## src/rtl/mem_lsu.sv

```systemverilog
// Memory stage load/store unit: bus handshake, store lane alignment, load extraction and WB registering.
// Optional misaligned-access trap is enabled with `define MEM_MISALIGN_CHK_EN.
module mem_lsu #(
    parameter int unsigned TIMEOUT = 255
) (
    input  logic        clk,
    input  logic        rst,
    input  logic [4:0]  ex_rd_addr_i,
    input  logic [31:0] ex_rd_data_i,
    input  logic        ex_rd_wen_i,
    input  logic [31:0] ex_mem_addr_i,
    input  logic [31:0] ex_mem_data_i,
    input  logic [2:0]  ex_mem_size_i,
    input  logic        ex_mem_we_i,
    input  logic        ex_mem_re_i,
    output logic        dbus_req_o,
    output logic        dbus_we_o,
    output logic [31:0] dbus_addr_o,
    output logic [3:0]  dbus_be_o,
    output logic [31:0] dbus_wdata_o,
    input  logic        dbus_ack_i,
    input  logic [31:0] dbus_rdata_i,
    output logic [4:0]  wb_rd_addr_o,
    output logic [31:0] wb_rd_data_o,
    output logic        wb_rd_wen_o,
    output logic        hold_flag_o,
    output logic        bus_err_o,
    output logic        misalign_o,
    output logic [31:0] misalign_addr_o
);

    localparam int unsigned TO_LAST = (TIMEOUT == 0) ? 0 : TIMEOUT - 1;
    localparam int unsigned CW      = (TO_LAST < 2) ? 1 : $clog2(TO_LAST + 1);

    typedef enum logic {IDLE, BUSY} state_t;

    state_t        state_q, state_d;
    logic [CW-1:0] cnt_q, cnt_d;
    logic          req_q, req_d, we_q, we_d;
    logic [31:0]   addr_q, addr_d, wdata_q, wdata_d;
    logic [3:0]    be_q, be_d;
    logic [2:0]    ld_size_q, ld_size_d;
    logic [1:0]    ld_off_q, ld_off_d;
    logic [4:0]    ld_rd_q, ld_rd_d;
    logic          ld_wen_q, ld_wen_d;
    logic [4:0]    wb_addr_q, wb_addr_d;
    logic [31:0]   wb_data_q, wb_data_d;
    logic          wb_wen_q, wb_wen_d;
    logic          err_q, err_d;
    logic          hold;
    logic          mem_op_c, aligned_c, timeout_hit_c;
    logic [1:0]    off_c;

    // Byte enables shared by loads and stores; undefined sizes fall into the word case.
    function automatic logic [3:0] lane_be(input logic [2:0] sz, input logic [1:0] off);
        case (sz[1:0])
            2'b00:   lane_be = 4'b0001 << off;
            2'b01:   lane_be = off[1] ? 4'b1100 : 4'b0011;
            default: lane_be = 4'b1111;
        endcase
    endfunction

    function automatic logic [31:0] lane_wdata(input logic [2:0] sz, input logic [31:0] d);
        case (sz[1:0])
            2'b00:   lane_wdata = {4{d[7:0]}};
            2'b01:   lane_wdata = {2{d[15:0]}};
            default: lane_wdata = d;
        endcase
    endfunction

    function automatic logic [31:0] load_ext(input logic [2:0] sz, input logic [1:0] off,
                                             input logic [31:0] rd);
        logic [7:0]  b;
        logic [15:0] h;
        b = rd[{off, 3'b000} +: 8];
        h = off[1] ? rd[31:16] : rd[15:0];
        case (sz)
            3'b000:  load_ext = {{24{b[7]}}, b};
            3'b100:  load_ext = {24'd0, b};
            3'b001:  load_ext = {{16{h[15]}}, h};
            3'b101:  load_ext = {16'd0, h};
            default: load_ext = rd;
        endcase
    endfunction

    assign mem_op_c      = ex_mem_re_i | ex_mem_we_i;
    assign off_c         = ex_mem_addr_i[1:0];
    assign timeout_hit_c = (TIMEOUT != 0) && (cnt_q == CW'(TO_LAST));

`ifdef MEM_MISALIGN_CHK_EN
    logic        mis_q, mis_d;
    logic [31:0] mis_addr_q, mis_addr_d;

    assign aligned_c = !(((ex_mem_size_i[1:0] == 2'b01) && off_c[0]) ||
                         (ex_mem_size_i[1] && (off_c != 2'b00)));

    always_ff @(posedge clk) begin
        if (rst) begin
            mis_q      <= 1'b0;
            mis_addr_q <= 32'd0;
        end else begin
            mis_q      <= mis_d;
            mis_addr_q <= mis_addr_d;
        end
    end

    // Misaligned request in IDLE: flag and capture the address, no bus access.
    always_comb begin
        mis_d      = 1'b0;
        mis_addr_d = mis_addr_q;
        if (state_q == IDLE && mem_op_c && !aligned_c) begin
            mis_d      = 1'b1;
            mis_addr_d = ex_mem_addr_i;
        end
    end

    assign misalign_o      = mis_q;
    assign misalign_addr_o = mis_addr_q;
`else
    assign aligned_c       = 1'b1;
    assign misalign_o      = 1'b0;
    assign misalign_addr_o = 32'd0;
`endif

    always_ff @(posedge clk) begin
        if (rst) begin
            state_q   <= IDLE;
            cnt_q     <= '0;
            req_q     <= 1'b0;
            we_q      <= 1'b0;
            addr_q    <= 32'd0;
            wdata_q   <= 32'd0;
            be_q      <= 4'd0;
            ld_size_q <= 3'd0;
            ld_off_q  <= 2'd0;
            ld_rd_q   <= 5'd0;
            ld_wen_q  <= 1'b0;
            wb_addr_q <= 5'd0;
            wb_data_q <= 32'd0;
            wb_wen_q  <= 1'b0;
            err_q     <= 1'b0;
        end else begin
            state_q   <= state_d;
            cnt_q     <= cnt_d;
            req_q     <= req_d;
            we_q      <= we_d;
            addr_q    <= addr_d;
            wdata_q   <= wdata_d;
            be_q      <= be_d;
            ld_size_q <= ld_size_d;
            ld_off_q  <= ld_off_d;
            ld_rd_q   <= ld_rd_d;
            ld_wen_q  <= ld_wen_d;
            wb_addr_q <= wb_addr_d;
            wb_data_q <= wb_data_d;
            wb_wen_q  <= wb_wen_d;
            err_q     <= err_d;
        end
    end

    // Next state, next registered outputs and the combinational stall request.
    always_comb begin
        state_d   = state_q;
        cnt_d     = cnt_q;
        req_d     = req_q;
        we_d      = we_q;
        addr_d    = addr_q;
        wdata_d   = wdata_q;
        be_d      = be_q;
        ld_size_d = ld_size_q;
        ld_off_d  = ld_off_q;
        ld_rd_d   = ld_rd_q;
        ld_wen_d  = ld_wen_q;
        wb_addr_d = wb_addr_q;
        wb_data_d = wb_data_q;
        wb_wen_d  = 1'b0;
        err_d     = 1'b0;
        hold      = 1'b0;
        case (state_q)
            IDLE: begin
                if (!mem_op_c) begin
                    wb_addr_d = ex_rd_addr_i;
                    wb_data_d = ex_rd_data_i;
                    wb_wen_d  = ex_rd_wen_i;
                end else if (aligned_c) begin
                    hold      = 1'b1;
                    state_d   = BUSY;
                    cnt_d     = '0;
                    req_d     = 1'b1;
                    we_d      = ex_mem_we_i;
                    addr_d    = {ex_mem_addr_i[31:2], 2'b00};
                    be_d      = lane_be(ex_mem_size_i, off_c);
                    wdata_d   = lane_wdata(ex_mem_size_i, ex_mem_data_i);
                    ld_size_d = ex_mem_size_i;
                    ld_off_d  = off_c;
                    ld_rd_d   = ex_rd_addr_i;
                    ld_wen_d  = ex_rd_wen_i;
                end
            end
            BUSY: begin
                if (dbus_ack_i || timeout_hit_c) begin
                    // Ack takes priority over a coincident timeout.
                    state_d = IDLE;
                    req_d   = 1'b0;
                    err_d   = !dbus_ack_i;
                    if (!we_q) begin
                        wb_addr_d = ld_rd_q;
                        wb_data_d = dbus_ack_i ? load_ext(ld_size_q, ld_off_q, dbus_rdata_i) : 32'd0;
                        wb_wen_d  = ld_wen_q;
                    end
                end else begin
                    hold  = 1'b1;
                    cnt_d = cnt_q + CW'(1);
                end
            end
            default: state_d = IDLE;
        endcase
    end

    assign dbus_req_o   = req_q;
    assign dbus_we_o    = we_q;
    assign dbus_addr_o  = addr_q;
    assign dbus_be_o    = be_q;
    assign dbus_wdata_o = wdata_q;
    assign wb_rd_addr_o = wb_addr_q;
    assign wb_rd_data_o = wb_data_q;
    assign wb_rd_wen_o  = wb_wen_q;
    assign bus_err_o    = err_q;
    assign hold_flag_o  = hold;

endmodule

```

## config.mk

```make
export PLATFORM = sky130hd
export DESIGN_NAME = mem_lsu
export DESIGN_NICKNAME = d
export VERILOG_FILES = /design/src/rtl/mem_lsu.sv
export SDC_FILE = /design/constraint.sdc
export NUM_CORES = 1
export LEC_CHECK = 0
export CELL_PAD_IN_SITES_DETAIL_PLACEMENT = 1
export CELL_PAD_IN_SITES_GLOBAL_PLACEMENT = 2
export CORE_AREA = 3 3 172 174
export CTS_CLUSTER_DIAMETER = 60
export DETAILED_ROUTE_END_ITERATION = 8
export DIE_AREA = 0 0 175 177
export GPL_TIMING_DRIVEN = 0
export PLACE_DENSITY_LB_ADDON = 0.1
export SYNTH_ARGS = -nofsm -noshare
export SYNTH_HDL_FRONTEND = slang
export SYNTH_SLANG_ARGS = --single-unit
```

## constraint.sdc

```tcl
create_clock -name clk -period 2.1 [get_ports clk]
set_input_delay 0.315 -clock clk [delete_from_list [all_inputs] [get_ports clk]]
set_output_delay 0.315 -clock clk [all_outputs]
set_load 0.05 [all_outputs]
```

* Word level (Yosys, flattened, before mapping)
Index checks and enable logic that the tools add are counted.
** Storage, ports and cells
- Logic and storage cells :: 67
- Output and inout bits :: 143
- Input port bits :: 142
- Bits in registers :: 127
** Cells by class
- $add $sub $neg :: 1
- Bitwise gates (word level) :: 3
- Reduce and logical (&&, ||, !) cells :: 9
- Shift-type cells :: 2
- Multiplexer cells :: 27
- Equality and inequality tests :: 10
** Operator list (number)
- 32-bit two-way mux :: 4
- 32-bit one-hot mux with 2 select lines :: 2
- 32-bit one-hot mux with 4 select lines :: 1
- 32-bit by 6-bit variable part select with 8-bit output :: 1
- 16-bit two-way mux :: 1
- 8-bit two-way mux :: 2
- 8-bit one-hot mux with 2 select lines :: 1
- 5-bit two-way mux :: 3
- 5-bit one-hot mux with 2 select lines :: 1
- 8-bit by 1-bit adder with 8-bit output, second input constant :: 1
- 8-bit equality test, second input constant :: 1
- 2-bit inequality test, second input constant :: 4
- 4-bit one-hot mux with 2 select lines :: 1
- 1-bit two-way mux :: 7
- 3-bit equality test, second input constant :: 2
- 1-bit one-hot mux with 2 select lines :: 3
- 2-bit AND reduction :: 3
- 4-bit two-way mux :: 1
- 1-bit by 2-bit << shifter with 4-bit output, first input constant :: 1
- 3-bit by 1-bit equality test with 1-bit output, second input constant :: 1
- 3-bit zero test :: 1
- 3-bit AND reduction :: 1
- 3-bit OR reduction :: 1
- 2-bit by 1-bit equality test with 1-bit output, second input constant :: 1
- other kinds (6) :: 7

* Logic depth before layout (Yosys ltp)
- Word-level depth :: 6
- Depth in mapped cells :: 8
- Gate-level depth less buffers :: 6

* Least setup slack after synthesis
No wires, ideal clock.
- Path type :: flip-flop to flip-flop
- Start point :: register cnt_q[0]
- End point :: register cnt_q[2]
- Slack :: 0.330 ns
- Stages on the path, launching flop included :: 8
- Buffers on the path :: 1
- Data arrival time :: 1.680 ns
- Setup time :: 0.091 ns
- Required time :: 2.009 ns
- Clock period less this slack :: 1.770 ns
- Cell sequence :: dfxtp_1 -> inv_1 -> ha_1 -> nand3_1 -> o21ai_2 -> buf_2 -> nand2_1 -> a311oi_1
** Between the ends
- Cells in the longest elaborated chain, start to end :: 4
- Elaborated cells between the ends (all ways) :: 7
- Those cells by class :: add/sub: 1; eq/ne: 2; mux: 2; reduce/logical: 2
** Ends and longest elaborated chain
- start, declared :: line 38 : logic [CW-1:0] cnt_q, cnt_d;
- start signal, assigned :: line 144 : cnt_q <= cnt_d;
- parallel branches: the longest is 4 deep, another holds 8-bit by 1-bit adder with 8-bit output
Several ways; the timed one is not identified. The select of a mux whose other input is x is not followed.
A chain may end at the register's enable or synchronous reset.

* Worst setup path after layout
- Start point :: input port ex_mem_we_i
- End point :: register wdata_q[15], in the netlist dbus_wdata_o[15]
** Between the ends
- Cells in the longest elaborated chain, start to end :: 2
** Ends and longest elaborated chain
- start, declared :: line 14 : input logic ex_mem_we_i,
- 1-bit OR :: line 86 : assign mem_op_c = ex_mem_re_i | ex_mem_we_i;
- 2-bit AND reduction (no line)
- end signal, assigned :: line 148 : wdata_q <= wdata_d;
- end, declared :: line 40 : logic [31:0] addr_q, addr_d, wdata_q, wdata_d;
No other way between the ends.

==> reports/results.tsv <==
metric	value	unit
number of placed I/O pins	285	
mean cell area of the mapped netlist	7.966	um^2
gpl congestion	0.7517	
horizontal die dimension	175	um
DR pass1 iterations	4	
Post-CTS Hold Fix Bufs	0	
CP endpoint kind	register	
worst-case headroom to the max-slew limit	42.27	%
P_leak	3.706	nW
fin crit share	96.69	%
die area	30980	um^2
Cell Area, Synth	6190	um^2
data required time at the worst endpoint	2.43	ns
buffer depth of the longest clock path	2	
power share of the clock group	36.3	%
clk sink count	127	
number of buffers added by the clock tree synthesis step	17	
later-pin clock latency in the skew report	0.43	ns
core box area	27930	um^2
final design utilization	35.43	%
Layout Area Growth over Synthesis	59.89	%
net total in the final layout	1223	
ranking of synthesized cells by area	sky130_fd_sc_hd__dfxtp_1 (41%), sky130_fd_sc_hd__nand2_1 (9.5%), sky130_fd_sc_hd__a21oi_1 (8.0%)	
Crit Path Category	primary input to register	
cell-internal power	5.060	mW
Wirelength per Cell	19.07	um
DR vias	6622	
Syn. warnings	0	
fraction of layout cells with a size suffix above 1	10.44	%
num rows	61	
FF/Latch Area	2544	um^2
Psw	3.046	mW
highest fanout seen on the critical path	10	
Fin. Hold Viols	0	
library cell occupying the most area in the post-synthesis netlist	sky130_fd_sc_hd__dfxtp_1	
maximum vdd drop	0.4045	mV
maximum number of pins on one net before global-route repair	17	
TritonCTS clock tree	done	
Unique masters post-synth	50	
Highest Clock Rate	0.4925	GHz
Max Cap Violations	0	
Detailed Route Iter0 Violations	320	
Post-Synthesis Cells	777	
GR Overflow Total	0	
final period demand of the worst path	2.030	ns
number of port buffers	247	
height of the die	177	um
RSZ-0062 raised after global routing	false	
HP Class	primary input to register	
post-layout power	8.106	mW
setup_tns	0	ns
DRC	0	
per-cell via count in the routed design	4.502	
startpoint type of the worst setup path	primary input	
Comb power frac	30.1	%
initial antenna violation count	2	
Clock Root Buffer	sky130_fd_sc_hd__clkbuf_16	
Power per Cell Area	819.1	nW/um^2
H-tree levels	4	
outcome	finished clean	
count of flip-flops with a built-in enable after synthesis	0	
number of nets still failing antenna checks after routing	0	
starting density of the core	22.16	%
final count of pins violating max slew	0	
placed inst area	9263	um^2
final instance area	9897	um^2
vias in the first global route	7076	
Clock Skew	0.01673	ns
total global routing track utilization	17.84	%
Worst Hold Slack	0.3708	ns
fraction of registers with async set or reset after synthesis	0	%
combined area of the multi-input logic cells	3137	um^2
CP arrival	2.36	ns
Final setup viols	0	
share of synthesized area occupied by flip-flops and latches	41.08	%
fill cell count	3350	
final wirelength	28.05	mm
portion of total power attributed to sequential cells	33.7	%
most used flip-flop cell after synthesis	sky130_fd_sc_hd__dfxtp_1	
Clk pin slew, worst setup/hold paths	0.07	ns
Synth Register Bits	127	
first-pass GRT wire length	42.44	mm
proportion of netlist area held by the largest area contributor	41.08	%
fraction of power spent switching nets	37.58	%
Detailed Place HPWL	21.71	mm
transition time of the tightest slew-check pin	0.8660	ns
-- through the flow --
stage | worst slack [ns] | std cells
global placement | -0.7895 | 1436
CTS | 0.02316 | 1469
finish | 0.06953 | 1471
floorplan | 0.3295 | 811
global route | 0.007131 | 1470
detailed placement | -0.8109 | 1436
-- worst paths after layout --
check,from,to,slack (ns),cells after the start
worst max-delay path,ex_mem_we_i,dbus_wdata_o[15],0.07,6
worst min-delay path,ex_mem_size_i[0],ld_size_q[0],0.37,3
worst max register to register,cnt_q[0],wb_rd_data_o[12],0.16,9
worst min register to register,dbus_wdata_o[0],dbus_wdata_o[0],0.45,2
-- power by group through the flow --
stage                     sequential [mW]  combinational (mW)  clock, mW
after global routing                 2.76                2.61       3.13
final                                2.73                2.44       2.94
after detailed placement             2.78                2.44          0
after global placement               2.78                2.44          0
after floorplan                      3.40               0.846          0
after CTS                            2.73                2.46       3.04
-- final cells by class --
cell class,count,area share (%)
well taps,378,4.779
clock buffers,17,4.298
diodes,1,0.02528
clock inverters,15,1.441
flip-flops and latches,127,25.70
multi-input cells,554,31.69
repair buffers,249,25.13
inverters,29,1.100
plain buffers,101,5.828
-- timing repair --
item	4_1_cts	5_1_grt
gates cloned	0	0
pin swaps	1	0
endpoints found under the setup margin	62	51
buffers inserted	1	1
gates resized for setup	19	6
-- flip-flops by register name, indices dropped and copies added, names as in the netlist --
name,flops
dbus_wdata_o,32
wb_rd_data_o,32
ld_size_q,3
wb_rd_wen_o,1
dbus_be_o,4
cnt_q,8
ld_off_q,2
ld_rd_q,5
dbus_addr_o,30
state_q,1
bus_err_o,1
wb_rd_addr_o,5
dbus_we_o,1
ld_wen_q,1
dbus_req_o,1
-- worst max-delay path, cell delays in order --
cell	delay, ns
sky130_fd_sc_hd__clkdlybuf4s50_1	0.66
sky130_fd_sc_hd__o21ba_1	0.19
sky130_fd_sc_hd__buf_4	0.17
sky130_fd_sc_hd__clkbuf_1	0.67
sky130_fd_sc_hd__nor2_1	0.08
sky130_fd_sc_hd__a311oi_1	0.27
-- synth_stat cells (2+ instances only) --
library cell,count
sky130_fd_sc_hd__a211o_1,2
sky130_fd_sc_hd__a211oi_1,14
sky130_fd_sc_hd__a21o_1,2
sky130_fd_sc_hd__a21oi_1,99
sky130_fd_sc_hd__a22o_1,2
sky130_fd_sc_hd__a311oi_1,25
sky130_fd_sc_hd__a31oi_1,8
sky130_fd_sc_hd__and3b_1,2
sky130_fd_sc_hd__buf_1,5
sky130_fd_sc_hd__buf_2,22
sky130_fd_sc_hd__buf_4,40
sky130_fd_sc_hd__clkbuf_1,34
sky130_fd_sc_hd__dfxtp_1,127
sky130_fd_sc_hd__ha_1,2
sky130_fd_sc_hd__inv_1,28
sky130_fd_sc_hd__mux2i_1,24
sky130_fd_sc_hd__nand2_1,156
sky130_fd_sc_hd__nand2b_1,16
sky130_fd_sc_hd__nand3_1,14
sky130_fd_sc_hd__nor2_1,35
sky130_fd_sc_hd__nor2b_1,6
sky130_fd_sc_hd__nor3_1,7
sky130_fd_sc_hd__o2111ai_1,5
sky130_fd_sc_hd__o211ai_1,7
sky130_fd_sc_hd__o21a_1,3
sky130_fd_sc_hd__o21ai_0,26
sky130_fd_sc_hd__o21bai_1,2
sky130_fd_sc_hd__o221ai_1,16
sky130_fd_sc_hd__o22ai_1,3
sky130_fd_sc_hd__o311ai_0,9
sky130_fd_sc_hd__o311ai_1,10
sky130_fd_sc_hd__or3_1,6
sky130_fd_sc_hd__or4_1,3
-- placed cells by master (no fill, tap or decap), drive strengths merged, types with 7 or more instances in the layout --
cell type | synthesis | layout
clkbuf | 34 | 52
mux2i | 24 | 24
clkdlybuf4s50 | 0 | 245
a21oi | 100 | 100
conb | 1 | 35
o211ai | 7 | 7
inv | 29 | 39
o21ai | 27 | 27
nand3 | 14 | 14
a31oi | 8 | 8
a311oi | 25 | 25
nand2 | 156 | 156
buf | 67 | 69
dfxtp | 127 | 127
nor3 | 7 | 7
o221ai | 16 | 16
nor2 | 35 | 35
a211oi | 14 | 14
o311ai | 19 | 19
nand2b | 16 | 16
-- metal layers --
metal	vias up	part of all wire [%]	GRT usage, %
li1	3290	-	-
met1	3105	45	22.32
met2	206	45	28.82
met3	17	8.5	6.928
met4	4	0.97	4.654
met5	-	0.075	0
-- cells by family after synthesis --
| family | after synthesis | share of synthesized area (%) |
|---|---|---|
| and+or+nand+nor | 253 | 18.03 |
| AOI/OAI and AO/OA | 238 | 25.43 |
| buffers and inverters | 130 | 10.75 |
| DFF | 127 | 41.08 |
| muxes | 26 | 4.245 |
| adders and majority gates | 2 | 0.4042 |
| other | 1 | 0.06058 |
No activity file was read; power rests on OpenSTA's default activity.
